===== config.mk =====
export PLATFORM = sky130hd
export DESIGN_NAME = rr_grant_decoder_arbiter
export DESIGN_NICKNAME = d
export VERILOG_FILES = /design/src/rtl/rr_arb_pkg.sv /design/src/rtl/rr_grant_decoder_arbiter_dec.sv /design/src/rtl/rr_grant_decoder_arbiter.sv
export SDC_FILE = /design/constraint.sdc
export NUM_CORES = 1
export LEC_CHECK = 0
export BUFFER_PORTS_ARGS = -buffer_cell sky130_fd_sc_hd__buf_4
export CORE_MARGIN = 2
export CORE_UTILIZATION = 50
export CTS_CLUSTER_SIZE = 14
export DETAILED_ROUTE_END_ITERATION = 8
export PLACE_DENSITY = 0.82
export SLEW_MARGIN = 5
export SYNTH_ARGS = -nofsm -noshare
export SYNTH_HDL_FRONTEND = slang
export SYNTH_SLANG_ARGS = --single-unit

===== constraint.sdc =====
create_clock -name i_clk -period 2.1 [get_ports i_clk]
set_input_delay 0.21 -clock i_clk [delete_from_list [all_inputs] [get_ports i_clk]]
set_output_delay 0.21 -clock i_clk [all_outputs]
set_load 0.01 [all_outputs]

===== src/rtl/rr_arb_pkg.sv =====
// Shared types and helpers for the four-requester round-robin grant arbiter.
package rr_arb_pkg;

    typedef enum logic [1:0] {
        IDLE  = 2'd0,
        GRANT = 2'd1,
        GAP   = 2'd2
    } state_t;

    localparam int              NREQ       = 4;
    localparam logic [NREQ-1:0] GRANT_NONE = 4'b1111;

    // Returns {found, idx}: first set request after last, wrapping back to last itself.
    function automatic logic [2:0] rr_next(input logic [1:0] last, input logic [NREQ-1:0] req);
        logic [2:0] r;
        logic [1:0] c;
        r = 3'b000;
        for (int k = NREQ; k >= 1; k--) begin
            c = last + 2'(k);
            if (req[c]) r = {1'b1, c};
        end
        return r;
    endfunction

endpackage


===== src/rtl/rr_grant_decoder_arbiter_dec.sv =====
// Combinational 2-to-4 decoder with active-low enable and active-low outputs.
module dec2to4_n
    import rr_arb_pkg::*;
(
    input  logic [1:0] sel,
    input  logic       en_n,
    output logic [3:0] y_n
);

    always_comb begin
        y_n = GRANT_NONE;
        if (!en_n) y_n[sel] = 1'b0;
    end

endmodule


===== src/rtl/rr_grant_decoder_arbiter.sv =====
// Round-robin arbiter for four requesters with hold-time preemption, a one-cycle
// dead gap between owners and a global enable; grant bus is a registered decode.
module rr_grant_decoder_arbiter
    import rr_arb_pkg::*;
#(
    parameter int MAX_HOLD = 15,
    parameter int HOLD_W   = 4
) (
    input  logic       i_clk,
    input  logic       i_rst_n,
    input  logic       i_arb_en,
    input  logic [3:0] i_req,
    output logic [3:0] o_grant_n,
    output logic [1:0] o_grant_idx,
    output logic       o_grant_valid,
    output logic       o_timeout
);

    localparam logic [HOLD_W-1:0] HOLD_LIMIT = HOLD_W'(MAX_HOLD);
    localparam logic              LIMIT_ON   = (MAX_HOLD != 0);

    state_t            r_state;
    logic [1:0]        r_last_ptr;
    logic [HOLD_W-1:0] r_hold_cnt;
    logic [3:0]        r_grant_n;
    logic [1:0]        r_grant_idx;
    logic              r_grant_valid;
    logic              r_timeout;

    state_t            w_nxt_state;
    logic [1:0]        w_nxt_last;
    logic [HOLD_W-1:0] w_nxt_hold;
    logic [1:0]        w_nxt_idx;
    logic              w_nxt_valid;
    logic              w_nxt_timeout;
    logic [2:0]        w_pick;
    logic              w_win;
    logic [3:0]        w_dec_n;

    always_comb begin
        w_pick        = rr_next(r_last_ptr, i_req);
        w_win         = i_arb_en & w_pick[2];
        w_nxt_state   = r_state;
        w_nxt_last    = r_last_ptr;
        w_nxt_hold    = r_hold_cnt;
        w_nxt_idx     = r_grant_idx;
        w_nxt_valid   = r_grant_valid;
        w_nxt_timeout = 1'b0;

        case (r_state)
            GRANT: begin
                // Release wins over the hold limit, so a voluntary drop never pulses timeout.
                if (!i_arb_en) begin
                    w_nxt_state = IDLE;
                    w_nxt_idx   = 2'd0;
                    w_nxt_valid = 1'b0;
                    w_nxt_hold  = '0;
                end else if (!i_req[r_grant_idx]) begin
                    w_nxt_state = GAP;
                    w_nxt_idx   = 2'd0;
                    w_nxt_valid = 1'b0;
                    w_nxt_hold  = '0;
                end else if (LIMIT_ON && r_hold_cnt == HOLD_LIMIT) begin
                    w_nxt_state   = GAP;
                    w_nxt_idx     = 2'd0;
                    w_nxt_valid   = 1'b0;
                    w_nxt_hold    = '0;
                    w_nxt_timeout = 1'b1;
                end else if (r_hold_cnt != '1) begin
                    w_nxt_hold = r_hold_cnt + HOLD_W'(1);
                end
            end
            default: begin
                // IDLE and GAP arbitrate identically; GAP just guarantees one dead cycle.
                if (w_win) begin
                    w_nxt_state = GRANT;
                    w_nxt_idx   = w_pick[1:0];
                    w_nxt_valid = 1'b1;
                    w_nxt_last  = w_pick[1:0];
                    w_nxt_hold  = HOLD_W'(1);
                end else begin
                    w_nxt_state = IDLE;
                    w_nxt_idx   = 2'd0;
                    w_nxt_valid = 1'b0;
                    w_nxt_hold  = '0;
                end
            end
        endcase
    end

    dec2to4_n u_dec (
        .sel  (w_nxt_idx),
        .en_n (~w_nxt_valid),
        .y_n  (w_dec_n)
    );

    always_ff @(posedge i_clk or negedge i_rst_n) begin
        if (!i_rst_n) begin
            r_state       <= IDLE;
            r_last_ptr    <= 2'd3;
            r_hold_cnt    <= '0;
            r_grant_n     <= GRANT_NONE;
            r_grant_idx   <= 2'd0;
            r_grant_valid <= 1'b0;
            r_timeout     <= 1'b0;
        end else begin
            r_state       <= w_nxt_state;
            r_last_ptr    <= w_nxt_last;
            r_hold_cnt    <= w_nxt_hold;
            r_grant_n     <= w_dec_n;
            r_grant_idx   <= w_nxt_idx;
            r_grant_valid <= w_nxt_valid;
            r_timeout     <= w_nxt_timeout;
        end
    end

    assign o_grant_n     = r_grant_n;
    assign o_grant_idx   = r_grant_idx;
    assign o_grant_valid = r_grant_valid;
    assign o_timeout     = r_timeout;

endmodule


==> metrics.cfg, run 1 <==
[cts]
cts_tree = built
path_clk_slew_ps = 90
cts-buffers-inserted = 3
clkSinkCount = 16
h-tree-depth = 1
post_cts_buffers = 0
clock_latency_ps = 280
ctsResizeCount = 0
cts_max_path_buffers = 2
cts_root_buf = clkbuf_4

[yosys]
synth_common_cells = 10 x dfrtp_1, 9 x nand2_1, 6 x dfstp_2
synth_top_area_frac = 0.318
yosysMostFrequentCell = dfrtp_1
synth_top_area_cell = dfrtp_1
ys_seq_area_frac = 0.518
syn_inst = 68
synth.distinct_cells = 34
async_flop_share = 1.00
yosys-top-cells-area = dfrtp_1 32%, dfstp_2 20%, nand2_1 4.3%, o311ai_4 3.3%, mux4_2 2.9%
ys_ff_latch = 16
synth_fp_nets = 76
avgSynthCellArea_um2 = 11.6
synthFlopType = dfrtp_1
syn-cell-area_um2 = 787
yosys_warnings = 0
synth_edf_count = 0

[timing]
skew_ps = 2.98
finalSetupTns_ps = 0
slew_violations = 0
whs_ps = 262
fin_crit_sh = 0.810
rsz0062_at_grt = no
slew_headroom = 0.588
timing.final.hold_violations = 0
fmax_ghz = 0.588
finalSetupViolCount = 0
final.min_clock_period_ps = 1700
worst_slew_pin_slew_ps = 613

[die]
coreArea_um2 = 1490
die_y_um = 43.7
initial_core_util = 0.529
die_x_um = 43.7
num_io_pins = 15
die_area_um2 = 1910
rows = 14

[critical_path]
rr_startpoint = r_last_ptr[1]
cp-end-kind = flip-flop
timing.rr.end = o_grant_n[3]
cp_max_fo = 8
crit_arrival_ps = 1880
reg2reg_slack_ps = 400
reg2reg_depth = 4
startpoint_type = flip-flop
critPathKind = flip-flop to flip-flop
required_ps = 2280

[layout]
fillers = 120
drive_gt1_frac = 0.349
final_nets = 95
multi_input_area_um2 = 364
seqCellArea_um2 = 408
num_antenna_cells = 0
syn_to_final_growth_pct = 20.8

[detailed_routing]
drt_wl_total_um = 1470
drtPass1Iterations = 5
ant_nets = 0
wl_per_cell_um = 14.4
dr_total_vias = 593
drc_errors = 0
vias_per_cell = 5.81
dr.first_iter.drc_count = 7

[power]
power_density_nw_per_um2 = 959
power_leakage_nw = 0.419
power.total_mw = 0.912
ir_worst_vdd_mv = 0.714

[grt]
grt_pass1_wl_um = 2380
overflow = 0
antenna_found_initial = 0
grt_start_max_net_pins = 17
grt_use_total = 0.175
grt_pass1_vias = 534

[placed_design]
portBuffers = 14
gp_congestion = 0.903
place.detailed.hpwl_um = 1040

[hold_path]
hold_end = r_last_ptr[1]
hold_path.startpoint = i_arb_en
whs_path_depth = 3
min-delay-path-class = primary input to flip-flop

[flow_run]
maxCapViolCount = 0

[outcome]
status = completed

==> cell type report <==
cell class / instances / area share
clock buffer: 4 / 0.0382
multi-input combinational: 49 / 0.383
timing repair buffer: 15 / 0.121
inverter: 2 / 0.00789
tap: 16 / 0.0211
sequential: 16 / 0.429
==> timing repair <==
item,in CTS,in global routing
hold buffers,1,0
endpoints found under the hold margin,16,0
setup endpoints to repair,0,0
==> cells in the final DEF, fill, tap and decap left out, types with 3 or more instances in the layout <==
cell       n
nand4_1    3
buf_4     14
nand2_1    9
dfstp_2    6
dfrtp_1   10
nand3_1    3
clkbuf_4   3
nor2_1     3
==> sequential cells by signal (all words and copies together) (netlist names) <==
register	flops
r_state	2
r_hold_cnt	4
o_grant_n	4
r_last_ptr	2
o_grant_valid	1
o_timeout	1
o_grant_idx	2
==> where the power goes <==
part | internal [mW] | switching, mW
Clock | 0.106 | 0.0984
Sequential | 0.388 | 0.0595
Combinational | 0.130 | 0.130
Total | 0.623 | 0.288
==> per-layer routing <==
layer / vias to the layer above / GRT usage / share of wire
met5: - / 0 / 0
met4: 0 / 0.0727 / 0.0041
met3: 2 / 0.0375 / 0.041
met2: 10 / 0.274 / 0.51
met1: 291 / 0.236 / 0.44
li1: 290 / - / -
==> worst max-delay path, cell delays in order, from the launching register on <==
cell and delay (ps):
dfstp_2 600, or3b_2 130, nand4_1 110, o31ai_1 580, o211ai_1 180
==> logic make-up (layout without fill, tap and decap cells) <==
group | Yosys count | in the layout | share of synthesized area
DFF | 16 | 16 | 0.518
buffers and inverters | 3 | 21 | 0.0191
AOI/OAI and AO/OA | 15 | 15 | 0.172
and+or+nand+nor | 29 | 29 | 0.210
xor gates and xnor gates | 2 | 2 | 0.0223
muxes | 2 | 2 | 0.0429
adders and majority gates | 1 | 1 | 0.0159
==> how the worst max path moves through the flow <==
stage                   from           end  slack [ps]  cells after the start
6_report       r_last_ptr[1]  o_grant_n[3]         400                      4
4_1_cts        r_last_ptr[1]  o_grant_n[2]         390                      4
3_3_place_gp        i_req[3]  o_grant_n[1]         440                      5
5_1_grt        r_last_ptr[1]  o_grant_n[2]         240                      4
3_5_place_dp   r_last_ptr[1]  o_grant_n[2]         420                      4
2_1_floorplan  r_last_ptr[1]  o_grant_n[1]         490                      4
==> through the flow <==
step | util | cells | cell area (um2) | setup WS [ps]
detailed placement | 0.608 | 97 | 905 | 417
floorplan | - | 68 | 787 | 492
finish | 0.639 | 102 | 951 | 399
global route | 0.639 | 102 | 951 | 236
global placement | 0.608 | 97 | 905 | 442
CTS | 0.639 | 102 | 951 | 395
Power figures use the tool's default switching activity.
==> run 2, diff against run 1 <==
--- a/config.mk
+++ b/config.mk
@@ -5,9 +5,10 @@
 export SDC_FILE = /design/constraint.sdc
 export NUM_CORES = 1
 export LEC_CHECK = 0
+export ABC_AREA = 1
 export BUFFER_PORTS_ARGS = -buffer_cell sky130_fd_sc_hd__buf_4
 export CORE_MARGIN = 2
-export CORE_UTILIZATION = 50
+export CORE_UTILIZATION = 48
 export CTS_CLUSTER_SIZE = 14
 export DETAILED_ROUTE_END_ITERATION = 8
 export PLACE_DENSITY = 0.82
==> constraint.sdc (replaced) <==
create_clock -name i_clk -period 1.4 [get_ports i_clk]
set_input_delay 0.14 -clock i_clk [delete_from_list [all_inputs] [get_ports i_clk]]
set_output_delay 0.14 -clock i_clk [all_outputs]
set_load 0.01 [all_outputs]
==> run 2 against run 1 <==
The flow now finishes with violations (negative setup slack). Largest cell class is now multi-input gates. Wire length up 45%. Fmax up 8.0%. Global-route usage up 4.1 points. Sequential power up 61%. Via count up 52%. Sequential cell count unchanged. Critical path type unchanged.
==> metrics.cfg, run 2 <==
[yosys]
synth_fp_nets = 125  ; was 76
synth_edf_count = 0  ; unchanged
synth_common_cells = 40 x nand2_1, 17 x inv_1, 10 x dfrtp_1  ; was 10 x dfrtp_1, 9 x nand2_1, 6 x dfstp_2
ys_ff_latch = 16  ; unchanged
yosysMostFrequentCell = nand2_1  ; was dfrtp_1
syn-cell-area_um2 = 878  ; was 787 um2
async_flop_share = 1.00  ; unchanged
synth_top_area_frac = 0.285  ; was 0.318
syn_inst = 117  ; was 68
synth_top_area_cell = dfrtp_1  ; unchanged
yosys-top-cells-area = dfrtp_1 28%, dfstp_2 18%, nand2_1 17%, inv_1 7.3%, nand3_1 4.6%  ; was dfrtp_1 32%, dfstp_2 20%, nand2_1 4.3%, o311ai_4 3.3%, mux4_2 2.9%
synthFlopType = dfrtp_1  ; unchanged
ys_seq_area_frac = 0.464  ; was 0.518
yosys_warnings = 0  ; unchanged
synth.distinct_cells = 22  ; was 34
avgSynthCellArea_um2 = 7.51  ; was 11.6 um2

[outcome]
violations = negative setup slack
status = finished, violations left  ; was completed

[critical_path]
path_buf_inv = 1  ; was 0
path_cells = buf_4 -> nand2_1 -> nand2_2 -> nand2_1 -> nand2_1 -> nand2_1 -> nand3b_1 -> nand2_2 -> nand2_4 -> nand2_4 -> nand3_1  ; was or3b_2 -> nand4_1 -> o31ai_1 -> o211ai_1
cpMostUsedCell = nand2_1
cp_max_fo = 5  ; was 8
critPathSlowestCell = dfstp_2  ; unchanged
critPathKind = flip-flop to flip-flop  ; unchanged
reg2reg_slack_ps = -170  ; was 400 ps
startpoint_type = flip-flop  ; unchanged
cp-end-kind = flip-flop  ; unchanged
crit_family = simple AND/OR/NAND/NOR gates  ; was compound AO/OA/AOI/OAI gates
crit_arrival_ps = 1810  ; was 1880 ps
slowest_delay_ps = 590  ; was 600 ps
required_ps = 1630  ; was 2280 ps

[cts]
cts_tree = built  ; unchanged
cts_root_buf = clkbuf_4  ; unchanged
clkSinkCount = 16  ; unchanged
cts_max_path_buffers = 2  ; unchanged
path_clk_slew_ps = 100  ; was 90 ps
cts-buffers-inserted = 3  ; unchanged
h-tree-depth = 1  ; unchanged
clock_latency_ps = 290  ; was 280 ps

[die]
rows = 15  ; was 14
die_x_um = 46.8  ; was 43.7 um
die_y_um = 46.8  ; was 43.7 um
die_area_um2 = 2190  ; was 1910 um2
coreArea_um2 = 1730  ; was 1490 um2
num_io_pins = 15  ; unchanged
initial_core_util = 0.509  ; was 0.529

[placed_design]
gp_congestion = 0.898  ; was 0.903
place.detailed.hpwl_um = 1490  ; was 1040 um
portBuffers = 14  ; unchanged

[timing]
finalSetupTns_ps = -1240  ; was 0 ps
slew_violations = 0  ; unchanged
timing.final.hold_violations = 0  ; unchanged
whs_ps = 201  ; was 262 ps
finalSetupViolCount = 9  ; was 0
final.min_clock_period_ps = 1570  ; was 1700 ps
fin_ws_ps = -175  ; was 399 ps
fmax_ghz = 0.635  ; was 0.588 GHz
rsz0062_at_grt = yes  ; was no
skew_ps = 11.3  ; was 2.98 ps
worst_slew_pin_slew_ps = 282  ; was 613 ps
slew_headroom = 0.810  ; was 0.588
fin_crit_sh = 1.12  ; was 0.810

[power]
power_leakage_nw = 0.648  ; was 0.419 nW
ir_worst_vdd_mv = 1.09  ; was 0.714 mV
power_density_nw_per_um2 = 2020  ; was 959 nW/um2

[layout]
fillers = 142  ; was 120
drive_gt1_frac = 0.399  ; was 0.349
layout_commonest_cell = nand2_1  ; was buf_4
syn_to_final_growth_pct = 35.5  ; was 20.8%
num_antenna_cells = 0  ; unchanged
final_nets = 157  ; was 95
final_cell_mix = 32 x nand2_1, 27 x buf_4, 16 x inv_1, 10 x nand2_2, 10 x dfrtp_1  ; was 14 x buf_4, 10 x dfrtp_1, 9 x nand2_1, 6 x dfstp_2

[grt]
grt_pass1_vias = 860  ; was 534
antenna_found_initial = 0  ; unchanged
grt_start_max_net_pins = 17  ; unchanged
overflow = 0  ; unchanged
grt_use_total = 0.216  ; was 0.175
grt_pass1_wl_um = 3300  ; was 2380 um

[detailed_routing]
dr.first_iter.drc_count = 24  ; was 7
dr_total_vias = 903  ; was 593
vias_per_cell = 5.22  ; was 5.81
drt_wl_total_um = 2130  ; was 1470 um
drtPass1Iterations = 4  ; was 5
drc_errors = 0  ; unchanged
ant_nets = 0  ; unchanged
wl_per_cell_um = 12.3  ; was 14.4 um

[flow_run]
maxCapViolCount = 0  ; unchanged

[hold_path]
min-delay-path-class = primary input to flip-flop  ; unchanged

[run 2: cell count changes after synthesis, sizes merged, moves of 2 or more]
cell,delta
nor3,+3
nor2,+5
a21oi,+2
o31ai,-2
nand2,+36
nand2b,-2
nand3,+5
o21ai,+4
and3,-2
inv,+18
[run 2: kinds of logic after synthesis]
| family | Yosys count | synth area share |
|---|---|---|
| XOR/XNOR | 2 | 0.0199 |
| AO/OA/AOI/OAI | 9 | 0.0541 |
| AND/OR/NAND/NOR | 68 | 0.349 |
| flip-flops | 16 | 0.464 |
| buffers and inverters | 21 | 0.0983 |
| adder cells (fa/ha/maj) | 1 | 0.0142 |
[run 2: metal layers]
layer / GRT usage / vias up / routed length (um)
li1: - / 427 / -
met3: 0.0500 / 8 / 156
met4: 0.117 / 0 / 44
met2: 0.375 / 54 / 1090
met5: 0 / - / 0
met1: 0.243 / 414 / 840
[run 2: tightest hold or removal path, delay by kind of cell]
| kind | cells | cell delay [ps] |
|---|---|---|
| buffers and inverters | 1 | 110 |
| AND/OR/NAND/NOR | 2 | 200 |
[run 2: metrics by stage]
step	utilization	instances	power, mW	worst slack [ps]	area [um2]
floorplan	-	117	1.46	1.60	878
global placement	0.620	164	1.78	-186	1070
detailed placement	0.620	164	1.83	-255	1070
CTS	0.667	171	2.25	-158	1150
global route	0.689	173	2.56	-266	1190
finish	0.689	173	2.40	-175	1190
[run 2: power by group]
group          switching (mW)  leakage, nW  total, mW  internal [mW]
combinational           0.808        0.431       1.37          0.563
sequential             0.0934        0.196      0.720          0.626
clock                   0.152       0.0210      0.311          0.158
total                    1.05        0.648       2.40           1.35
[run 2: worst paths after layout]
kind                                  end  cells after the start           from
max reg2reg                  o_grant_n[1]                     11  r_last_ptr[0]
max                          o_grant_n[1]                     11  r_last_ptr[0]
min reg2reg                 o_grant_valid                      2  o_grant_valid
min                         r_hold_cnt[1]                      3       i_arb_en
min in group asynchronous  o_grant_idx[0]                      2        i_rst_n
max in group asynchronous    o_grant_n[3]                      2        i_rst_n
[run 2: area by class of cell]
| cell class | count | area [um2] | area share |
|---|---|---|---|
| Sequential cell | 16 | 408 | 0.343 |
| Clock buffer | 4 | 36.3 | 0.0305 |
| Tap cell | 25 | 31.3 | 0.0263 |
| Inverter | 20 | 75.1 | 0.0631 |
| Multi-Input combinational cell | 80 | 427 | 0.359 |
| Timing Repair Buffer | 28 | 213 | 0.179 |
[run 2: what timing repair did]
| action | CTS | global route |
|---|---|---|
| hold buffers | 1 | 0 |
| gates resized for setup | 6 | 11 |
| hold endpoints to repair | 16 | 0 |
| gates cloned | 0 | 0 |
| buffers inserted | 2 | 2 |
| pin swaps | 3 | 2 |
| setup endpoints to repair | 11 | 12 |
